$ cat src/rtl/rect_flip_sequencer.sv
// rect_flip_sequencer: walks a rectangle of words in BRAM through a byte-serial
// adapter and rewrites each word in place after a selectable flip transform.
//
// Ports:
//   clk, reset_n          clock, asynchronous active-low reset
//   start                 begin a walk (sampled only when idle)
//   rect_base/rect_w/rect_h/row_stride/flip_mode  walk config, latched on start
//   st_read/st_write      one-cycle request pulses to the adapter
//   base_addr/write_data  address and write word held for the adapter
//   read_data/flip_ready  read word and read-complete pulse from the adapter
//   wrt_done              write-complete pulse from the adapter
//   busy/done/error       walk status; error is the sticky handshake timeout
//
// Optional feature: define RECT_FLIP_TIMEOUT_EN to bound each adapter
// handshake to TIMEOUT cycles; otherwise waits are unbounded and error is 0.
module rect_flip_sequencer #(
    parameter int DATA_WIDTH = 8,
    parameter int WORD_BYTES = 2,
    parameter int ADDR_W     = 8,
    parameter int DIM_W      = 8,
    parameter int TIMEOUT    = 64
) (
    input  logic                             clk,
    input  logic                             reset_n,
    input  logic                             start,
    input  logic [ADDR_W-1:0]                rect_base,
    input  logic [DIM_W-1:0]                 rect_w,
    input  logic [DIM_W-1:0]                 rect_h,
    input  logic [ADDR_W-1:0]                row_stride,
    input  logic [1:0]                       flip_mode,
    output logic                             st_read,
    output logic                             st_write,
    output logic [ADDR_W-1:0]                base_addr,
    output logic [DATA_WIDTH*WORD_BYTES-1:0] write_data,
    input  logic [DATA_WIDTH*WORD_BYTES-1:0] read_data,
    input  logic                             flip_ready,
    input  logic                             wrt_done,
    output logic                             busy,
    output logic                             done,
    output logic                             error
);

    localparam int W = DATA_WIDTH * WORD_BYTES;
    localparam logic [ADDR_W-1:0] WSTEP = ADDR_W'(WORD_BYTES);

    typedef enum logic [2:0] {
        IDLE,
        RD_REQ,
        RD_WAIT,
        FLIP,
        WR_REQ,
        WR_WAIT,
        NEXT,
        DONE
    } state_t;

    state_t            state;
    logic [DIM_W-1:0]  w_r;
    logic [DIM_W-1:0]  h_r;
    logic [ADDR_W-1:0] stride_r;
    logic [1:0]        mode_r;
    logic [ADDR_W-1:0] row_addr;
    logic [DIM_W-1:0]  col;
    logic [DIM_W-1:0]  row;
    logic [W-1:0]      word_r;

    // Lane 0 is the lowest byte; byte-reverse mirrors lanes, bit-reverse
    // mirrors the whole word.
    function automatic logic [W-1:0] flip_word(
        input logic [W-1:0] d,
        input logic [1:0]   m
    );
        logic [W-1:0] r;
        r = d;
        unique case (m)
            2'b00: r = d;
            2'b01: begin
                for (int i = 0; i < WORD_BYTES; i++)
                    r[i*DATA_WIDTH +: DATA_WIDTH] =
                        d[(WORD_BYTES-1-i)*DATA_WIDTH +: DATA_WIDTH];
            end
            2'b10: begin
                for (int i = 0; i < W; i++)
                    r[i] = d[W-1-i];
            end
            default: r = ~d;
        endcase
        return r;
    endfunction

    logic              last_col;
    logic              last_row;
    logic [DIM_W-1:0]  col_inc;
    logic [ADDR_W-1:0] next_row_addr;
    logic [ADDR_W-1:0] next_col_addr;

    assign last_col      = (col == w_r - DIM_W'(1));
    assign last_row      = (row == h_r - DIM_W'(1));
    assign col_inc       = col + DIM_W'(1);
    assign next_row_addr = row_addr + stride_r;
    assign next_col_addr = row_addr + ADDR_W'(col_inc) * WSTEP;

`ifdef RECT_FLIP_TIMEOUT_EN
    localparam int TW = $clog2(TIMEOUT + 1);
    logic [TW-1:0] tmo_cnt;
    logic          err_r;
    logic          tmo_hit;
    assign tmo_hit = (tmo_cnt == TW'(TIMEOUT - 1));
    assign error   = err_r;
`else
    assign error = 1'b0;
`endif

    always_ff @(posedge clk or negedge reset_n) begin
        if (!reset_n) begin
            state      <= IDLE;
            st_read    <= 1'b0;
            st_write   <= 1'b0;
            base_addr  <= '0;
            write_data <= '0;
            busy       <= 1'b0;
            done       <= 1'b0;
            w_r        <= '0;
            h_r        <= '0;
            stride_r   <= '0;
            mode_r     <= '0;
            row_addr   <= '0;
            col        <= '0;
            row        <= '0;
            word_r     <= '0;
`ifdef RECT_FLIP_TIMEOUT_EN
            tmo_cnt    <= '0;
            err_r      <= 1'b0;
`endif
        end else begin
            unique case (state)
                IDLE: begin
                    done <= 1'b0;
                    if (start) begin
                        w_r       <= rect_w;
                        h_r       <= rect_h;
                        stride_r  <= row_stride;
                        mode_r    <= flip_mode;
                        row_addr  <= rect_base;
                        col       <= '0;
                        row       <= '0;
                        busy      <= 1'b1;
`ifdef RECT_FLIP_TIMEOUT_EN
                        err_r     <= 1'b0;
`endif
                        // Empty rectangle finishes without touching BRAM.
                        if (rect_w == '0 || rect_h == '0) begin
                            state <= DONE;
                        end else begin
                            base_addr <= rect_base;
                            st_read   <= 1'b1;
                            state     <= RD_REQ;
                        end
                    end
                end
                RD_REQ: begin
                    st_read <= 1'b0;
`ifdef RECT_FLIP_TIMEOUT_EN
                    tmo_cnt <= '0;
`endif
                    state   <= RD_WAIT;
                end
                RD_WAIT: begin
                    if (flip_ready) begin
                        word_r <= read_data;
                        state  <= FLIP;
                    end
`ifdef RECT_FLIP_TIMEOUT_EN
                    else if (tmo_hit) begin
                        err_r <= 1'b1;
                        state <= DONE;
                    end else begin
                        tmo_cnt <= tmo_cnt + TW'(1);
                    end
`endif
                end
                FLIP: begin
                    write_data <= flip_word(word_r, mode_r);
                    st_write   <= 1'b1;
                    state      <= WR_REQ;
                end
                WR_REQ: begin
                    st_write <= 1'b0;
`ifdef RECT_FLIP_TIMEOUT_EN
                    tmo_cnt  <= '0;
`endif
                    state    <= WR_WAIT;
                end
                WR_WAIT: begin
                    if (wrt_done) begin
                        state <= NEXT;
                    end
`ifdef RECT_FLIP_TIMEOUT_EN
                    else if (tmo_hit) begin
                        err_r <= 1'b1;
                        state <= DONE;
                    end else begin
                        tmo_cnt <= tmo_cnt + TW'(1);
                    end
`endif
                end
                NEXT: begin
                    if (last_col) begin
                        col      <= '0;
                        row      <= row + DIM_W'(1);
                        row_addr <= next_row_addr;
                        if (last_row) begin
                            state <= DONE;
                        end else begin
                            base_addr <= next_row_addr;
                            st_read   <= 1'b1;
                            state     <= RD_REQ;
                        end
                    end else begin
                        col       <= col_inc;
                        base_addr <= next_col_addr;
                        st_read   <= 1'b1;
                        state     <= RD_REQ;
                    end
                end
                DONE: begin
                    done  <= 1'b1;
                    busy  <= 1'b0;
                    state <= IDLE;
                end
                default: state <= IDLE;
            endcase
        end
    end

endmodule
$ cat config.mk
export PLATFORM = sky130hd
export DESIGN_NAME = rect_flip_sequencer
export DESIGN_NICKNAME = d
export VERILOG_FILES = /design/src/rtl/rect_flip_sequencer.sv
export SDC_FILE = /design/constraint.sdc
export NUM_CORES = 1
export LEC_CHECK = 0
export CORE_AREA = 10 10 145 120
export DETAILED_ROUTE_END_ITERATION = 12
export DIE_AREA = 0 0 155 130
export SYNTH_ARGS = -nofsm -noshare
export SYNTH_HDL_FRONTEND = slang
export SYNTH_SLANG_ARGS = --single-unit
$ cat constraint.sdc
create_clock -name clk -period 7.8 [get_ports clk]
set_input_delay 1.17 -clock clk [delete_from_list [all_inputs] [get_ports clk]]
set_output_delay 1.17 -clock clk [all_outputs]
set_load 0.02 [all_outputs]
==> metrics.yaml, run 1 <==
clock_tree:
  cts-htree-levels: 3
  cts.repair.resized: 0
  clock_sink_count: 97
  clk_pin_slew_worst_paths_ps: 70
  cts_bufs_inserted: 9
  clock-root-buffer: "sky130_fd_sc_hd__clkbuf_16"
  clock_tree_from_tritoncts: "done"
  clock_latency_ps: 360
  cts_max_path_buffers: 2
  postCtsSetupBuffers: 0
  post_cts_hold_buffer_count: 0
grt:
  grt_antenna_before_repair: 1
  overflow: 0
  grt_use_total: 0.154
  grt_pass1_wl_mm: 25.0
  pin_count_of_the_biggest_net_entering_global_routing: 72
  via_count_of_the_first_global_routing_pass: 4871
synth:
  synth_area_um2: 5720
  synth_cell_types: 67
  synth_fp_nets: 714
  ys.warnings.count: 0
  synthArstFlopShare: 1.00
  ys_dominant_reg_cell: "sky130_fd_sc_hd__dfrtp_1"
  synth_enable_flop_cells: 0
  total_of_flip_flops_plus_latches_after_synthesis: 97
  synth-seq-area-share: 0.425
  netlist_instances: 640
  synthesis.area_per_instance_um2: 8.93
finish:
  antenna_cells: 0
  sequential_cell_area_um2: 2430
  syn2layout_area_growth_pct: 20.9
  multi_input_area_um2: 3060
  final_core_util: 0.471
  final_net_count: 774
  fillers: 1384
  final_layout_size_suffix_gt1_frac: 0.0738
  final_standard_cell_count_with_taps_included_and_fillers_excluded: 894
job:
  timing.max_cap.violations: 0
setup_path:
  critical_path.endpoint_type: "flip-flop"
  worst_path_largest_cell_delay_ps: 640
  worstPathArrival_ps: 3580
  required_worst_endpoint_ps: 8040
  crit_path_top_delay_cell: "sky130_fd_sc_hd__nor3_4"
  path_cells: "inv_1, ha_1, nor3b_1, nand4b_1, a41oi_1, o21bai_4, nor3_4, nand2b_1, mux2_1"
  critical_path.n_buffers_inverters: 1
  r2r_setup_slack_ps: 4450
  dominant_delay_contributor_by_cell_family_on_the_critical_path: "simple AND/OR/NAND/NOR gates"
  critical_path.max_fanout: 19
  startpoint_types: "flip-flop"
  path_class: "flip-flop to flip-flop"
floorplanning:
  fp-row-count: 40
  floorplan.initialDensity: 0.390
  core-area_um2: 14700
  fp.dieH_um: 130
  die_w_um: 155
  design.portCount: 84
  die_area_um2: 20200
timing:
  timing.clock.skew_ps: 5.84
  final-hold-violation-count: 0
  grt_setup_unrepaired: "false"
  min_period_ps: 3350
  final-setup-viol-count: 0
  worst-slew-pin-transition_ps: 1220
  final_critical_path_setup_slack_ps: 4450
  finalCritPeriodShare: 0.429
  slew_headroom: 0.188
  aggregate_negative_setup_slack_ps: 0
  max_freq_mhz: 299
  slew_violations: 0
power_and_ir_drop:
  vdd_drop_max_mv: 0.163
  cellLeakagePower_nw: 2.97
  report.power.total_w: 0.00271
  power.density_cell_area_nw_per_um2: 393
route:
  initialDrtViolationCount: 307
  antenna_violating_nets_post_route: 0
  wl_mm: 15.0
  drt-pass1-iter-count: 6
  post-route-drc-count: 0
  dr_total_vias: 4814
  detail_route.wl_per_cell_um: 16.8
  drt-vias-per-instance: 5.38
placed_design:
  pre_cts_slack_ps: 4130
  placed_cells: 878
  hpwl_mm: 11.3
  routabilityCongestion: 0.851
  count_of_input_and_output_buffers: 82
hold_path:
  hold_path_class: "flip-flop to flip-flop"
run_status:
  outcome: "complete, no violations"
==> state kept, by name, indices dropped and copies added (netlist names) <==
signal,count
row_addr,8
base_addr,8
row,8
word_r,16
state,3
st_read,1
h_r,8
write_data,16
w_r,8
done,1
mode_r,2
busy,1
col,8
stride_r,8
st_write,1
==> stage by stage <==
step / cell area (um2) / hold WS, ps
after CTS: 6910 / 487
after floorplan: 5720 / 452
after global routing: 6910 / 514
after detailed placement: 6630 / 471
after global placement: 6630 / 465
final: 6910 / 480
==> Yosys cell counts (15+ instances only) <==
| master | n | area [um2] |
|---|---|---|
| sky130_fd_sc_hd__o21ai_0 | 46 | 230 |
| sky130_fd_sc_hd__nor3_1 | 17 | 85.1 |
| sky130_fd_sc_hd__clkbuf_1 | 26 | 97.6 |
| sky130_fd_sc_hd__nor2_1 | 36 | 135 |
| sky130_fd_sc_hd__nand2_1 | 116 | 435 |
| sky130_fd_sc_hd__a21oi_1 | 48 | 240 |
| sky130_fd_sc_hd__dfrtp_1 | 97 | 2430 |
| sky130_fd_sc_hd__ha_1 | 17 | 213 |
| sky130_fd_sc_hd__xnor2_1 | 25 | 219 |
| sky130_fd_sc_hd__mux2_2 | 15 | 169 |
| sky130_fd_sc_hd__nor2b_1 | 22 | 138 |
| sky130_fd_sc_hd__inv_1 | 21 | 78.8 |
==> tightest hold or removal path, cell delays in order (launching register included) <==
cell	delay [ps]
sky130_fd_sc_hd__dfrtp_1	340
sky130_fd_sc_hd__nand2_1	50
sky130_fd_sc_hd__o31ai_1	50
==> worst paths after layout <==
path / start / to / cells after the start
worst max-delay path: w_r[0]$_DFFE_PN0P_ / row_addr[2]$_DFFE_PN0P_ / 9
worst min-delay path: base_addr[4]$_DFFE_PN0P_ / base_addr[4]$_DFFE_PN0P_ / 2
worst max register to register: w_r[0]$_DFFE_PN0P_ / row_addr[2]$_DFFE_PN0P_ / 9
worst min register to register: base_addr[4]$_DFFE_PN0P_ / base_addr[4]$_DFFE_PN0P_ / 2
max in group asynchronous: reset_n / row[6]$_DFFE_PN0P_ / 2
min in group asynchronous: reset_n / col[6]$_DFFE_PN0P_ / 1
==> metal layers <==
metal  share of wire  global-route usage
met4           0.022              0.0571
met1            0.47               0.200
met5          0.0012                   0
met2            0.45               0.239
met3           0.057              0.0424
==> layout make-up <==
| class | instances | area share |
|---|---|---|
| Clock buffer | 10 | 0.0331 |
| Clock inverter | 6 | 0.00742 |
| Inverter | 21 | 0.0114 |
| Multi-Input combinational cell | 487 | 0.442 |
| Sequential cell | 97 | 0.351 |
| Tap cell | 189 | 0.0342 |
| Timing Repair Buffer | 84 | 0.121 |
==> placed cells by master, fill, tap and decap left out, types with 6 or more instances in the layout <==
| cell | instances |
|---|---|
| sky130_fd_sc_hd__a21o_1 | 7 |
| sky130_fd_sc_hd__clkdlybuf4s50_1 | 81 |
| sky130_fd_sc_hd__xor2_1 | 8 |
| sky130_fd_sc_hd__nor2_1 | 36 |
| sky130_fd_sc_hd__nand4_1 | 6 |
| sky130_fd_sc_hd__nand3_1 | 7 |
| sky130_fd_sc_hd__xnor2_1 | 25 |
| sky130_fd_sc_hd__nand2b_1 | 11 |
| sky130_fd_sc_hd__nor2b_1 | 22 |
| sky130_fd_sc_hd__nor4_1 | 6 |
| sky130_fd_sc_hd__ha_1 | 17 |
| sky130_fd_sc_hd__inv_1 | 21 |
| sky130_fd_sc_hd__clkbuf_16 | 9 |
| sky130_fd_sc_hd__nand2_1 | 116 |
| sky130_fd_sc_hd__o31ai_1 | 6 |
| sky130_fd_sc_hd__mux2i_1 | 6 |
| sky130_fd_sc_hd__o21ai_0 | 46 |
| sky130_fd_sc_hd__mux2_2 | 15 |
| sky130_fd_sc_hd__nor3_1 | 17 |
| sky130_fd_sc_hd__a21oi_1 | 48 |
| sky130_fd_sc_hd__dfrtp_1 | 97 |
==> kinds of logic (layout without fill, tap and decap cells) <==
kind of cell | after synthesis | count (layout) | synth area share
fa+ha+maj | 19 | 19 | 0.0442
simple gates | 250 | 250 | 0.212
xor+xnor | 33 | 33 | 0.0505
other cells | 1 | 1 | 0.000656
mux | 23 | 23 | 0.0440
buf+inv | 56 | 121 | 0.0409
flops | 97 | 97 | 0.425
compound gates | 161 | 161 | 0.184
==> power by group <==
| part | internal [W] | switching [W] | total, W | leakage (nW) |
|---|---|---|---|---|
| combinational | 0.000608 | 0.000723 | 0.00133 | 1.62 |
| sequential | 0.000706 | 0.000250 | 0.000957 | 1.21 |
| clock | 0.000221 | 0.000205 | 0.000426 | 0.134 |
No activity file was read; power rests on OpenSTA's default activity.
==> run 2, diff against run 1 <==
==> constraint.sdc (replaced) <==
create_clock -name clk -period 3.05 [get_ports clk]
set_input_delay 0.4575 -clock clk [delete_from_list [all_inputs] [get_ports clk]]
set_output_delay 0.4575 -clock clk [all_outputs]
set_load 0.02 [all_outputs]
==> run 2 against run 1 <==
Compared with the run above: count of clock-buffer cells in the layout fell by 1; non-clock buffer count rose by 7; clock power rose to 2.7 times the previous value; clock skew rose by 5.4 ps; routed wire length barely moved; total power rose to 2.6 times the previous value; core utilization rose by 0.66 points; final area rose by 1.4%; global-route usage fell by 0.29 points; via count barely moved; largest cell class unchanged.
==> metrics.yaml, run 2 (synthesis gave the netlist of run 1 again) <==
floorplanning:
  die_w_um: 155  # unchanged
  fp-row-count: 40  # unchanged
  die_area_um2: 20200  # unchanged
  floorplan.initialDensity: 0.390  # unchanged
  fp.dieH_um: 130  # unchanged
  design.portCount: 84  # unchanged
  core-area_um2: 14700  # unchanged
route:
  drt-pass1-iter-count: 5  # -1
  wl_mm: 15.1  # about the same
  drt-vias-per-instance: 5.34  # -0.86%
  dr_total_vias: 4810  # -0.083%
  initialDrtViolationCount: 260  # -15%
  post-route-drc-count: 0  # unchanged
  antenna_violating_nets_post_route: 0  # unchanged
  detail_route.wl_per_cell_um: 16.7  # -0.75%
finish:
  final_net_count: 781  # +0.90%
  mostFrequentLayoutCells: "sky130_fd_sc_hd__nand2_1, sky130_fd_sc_hd__dfrtp_1, sky130_fd_sc_hd__clkdlybuf4s50_1"
  layout.cells.most_common: "sky130_fd_sc_hd__nand2_1"
  antenna_cells: 0  # unchanged
  final_standard_cell_count_with_taps_included_and_fillers_excluded: 901  # +0.78%
  final_layout_size_suffix_gt1_frac: 0.0857  # +0.0119
  syn2layout_area_growth_pct: 22.6
  largest_registers: "word_r x16, write_data x16"
grt:
  grt_antenna_before_repair: 0  # -1
  grt_use_total: 0.151  # -0.00287
  pin_count_of_the_biggest_net_entering_global_routing: 52  # -28%
  grt_pass1_wl_mm: 24.5  # -1.8%
  overflow: 0  # unchanged
  via_count_of_the_first_global_routing_pass: 4714  # -3.2%
clock_tree:
  clock-root-buffer: "sky130_fd_sc_hd__clkbuf_16"
  cts_bufs_inserted: 9  # unchanged
  clock_tree_from_tritoncts: "done"
  cts-htree-levels: 3  # unchanged
  clk_pin_slew_worst_paths_ps: 70  # about the same
  clock_latency_ps: 360  # about the same
  postCtsSetupBuffers: 0  # unchanged
  clock_sink_count: 97  # unchanged
  cts_max_path_buffers: 2  # unchanged
power_and_ir_drop:
  power.sequential.fraction: 0.345  # -0.007
  power.share.switching: 0.436  # +0.00186
  vdd_drop_max_mv: 0.597  # +270%
  power.density_cell_area_nw_per_um2: 1010  # +160%
  power_report.internal_total_w: 0.00398  # +160%
  power_frac_comb: 0.495  # +0.005
  clockPowerShare: 0.160  # +0.003
  cellLeakagePower_nw: 3.03  # +2.0%
  p_sw_w: 0.00308  # +160%
timing:
  min_period_ps: 2790  # -554 ps
  final-setup-viol-count: 0  # unchanged
  max_freq_mhz: 358  # +20%
  slew_violations: 0  # unchanged
  timing.hold.ws_ps: 100  # -380 ps
  slew_headroom: 0.392  # +0.203
  worst-slew-pin-transition_ps: 912  # -305 ps
  timing.clock.skew_ps: 11.2  # +5.38 ps
  finalCritPeriodShare: 0.915  # +0.486
  aggregate_negative_setup_slack_ps: 0  # unchanged
  grt_setup_unrepaired: "false"
  final-hold-violation-count: 0  # unchanged
setup_path:
  critical_path.endpoint_type: "flip-flop"
  critical_path.max_fanout: 12  # -7
  crit_path_start: "w_r[0]$_DFFE_PN0P_"
  required_worst_endpoint_ps: 3290  # -4750 ps
  worst_r2r_start: "w_r[0]$_DFFE_PN0P_"
  capture_point_of_the_worst_reg_to_reg_path: "row_addr[2]$_DFFE_PN0P_"
  startpoint_types: "flip-flop"
  r2r_setup_slack_ps: 260  # -4200 ps
  worstPathArrival_ps: 3030  # -550 ps
  capture_point_of_the_critical_path: "row_addr[2]$_DFFE_PN0P_"
  path_class: "flip-flop to flip-flop"
  timing.reg2reg.worst_path_depth: 8  # -1
hold_path:
  hold_path_class: "input pin to async pin"
placed_design:
  hpwl_mm: 11.6  # +2.3%
  count_of_input_and_output_buffers: 82  # unchanged
  routabilityCongestion: 0.848  # -0.26%
  placed_cells: 885  # +0.80%
job:
  timing.max_cap.violations: 0  # unchanged
run_status:
  outcome: "complete, no violations"
==> run 2: cell types whose count changed in the layout (fill, tap and decap cells not counted), sizes merged <==
cell and change:
buf +7, clkbuf -1, clkinv +1, clkinvlp -1
inv +1
==> run 2: cell type report <==
cell class              instances  area, um2
multi-input cells             487       3060
repair buffers                 91        911
clock buffers                   9        225
flip-flops and latches         97       2430
well taps                     189        236
inverters                      21       78.8
clock inverters                 7       68.8
fillers                      1353       7650
==> run 2: power by group through the flow <==
stage | Sequential [W] | Clock [W] | Combinational (W)
global route | 0.00253 | 0.00121 | 0.00387
CTS | 0.00242 | 0.00116 | 0.00349
finish | 0.00244 | 0.00113 | 0.00349
detailed placement | 0.00245 | 0 | 0.00347
floorplan | 0.00236 | 0 | 0.00242
global placement | 0.00241 | 0 | 0.00339
==> run 2: worst max-delay path, cell delays in order, from the launching register on <==
cell	delay (ps)
sky130_fd_sc_hd__dfrtp_1	400
sky130_fd_sc_hd__inv_1	70
sky130_fd_sc_hd__ha_1	300
sky130_fd_sc_hd__xnor2_1	120
sky130_fd_sc_hd__or4_1	540
sky130_fd_sc_hd__o21bai_4	260
sky130_fd_sc_hd__nor3_4	440
sky130_fd_sc_hd__nand2b_1	200
sky130_fd_sc_hd__mux2_1	330
==> run 2: worst min-delay path by stage <==
stage,start,to,slack [ps],depth (start not counted)
6_report,reset_n,col[2]$_DFFE_PN0P_,100,1
3_5_place_dp,stride_r[2]$_DFFE_PN0P_,stride_r[2]$_DFFE_PN0P_,470,2
2_1_floorplan,reset_n,base_addr[0]$_DFFE_PN0P_,160,0
5_1_grt,reset_n,col[2]$_DFFE_PN0P_,160,1
4_1_cts,reset_n,col[2]$_DFFE_PN0P_,140,1
3_3_place_gp,write_data[0]$_DFFE_PN0P_,write_data[0]$_DFFE_PN0P_,460,2
==> run 2: repair_timing <==
| item | 4_1_cts | 5_1_grt |
|---|---|---|
| gates resized for setup | 0 | 1 |
| endpoints found under the setup margin | 0 | 17 |
| hold buffers | 0 | 0 |
==> run 2: stage by stage <==
stage	setup WS, ps	util	power [W]	instance area, um2
floorplan	450	-	0.00478	5720
global placement	321	0.458	0.00580	6710
detailed placement	206	0.458	0.00592	6710
CTS	140	0.478	0.00708	7000
global route	84.0	0.478	0.00761	7010
finish	258	0.478	0.00705	7010
==> run 2: layer usage <==
metal	global-route usage	wire length [um]	vias up
li1	-	-	2375
met3	0.0339	631	20
met5	0	0	-
met2	0.238	6820	121
met4	0.0483	272	0
met1	0.201	7330	2294
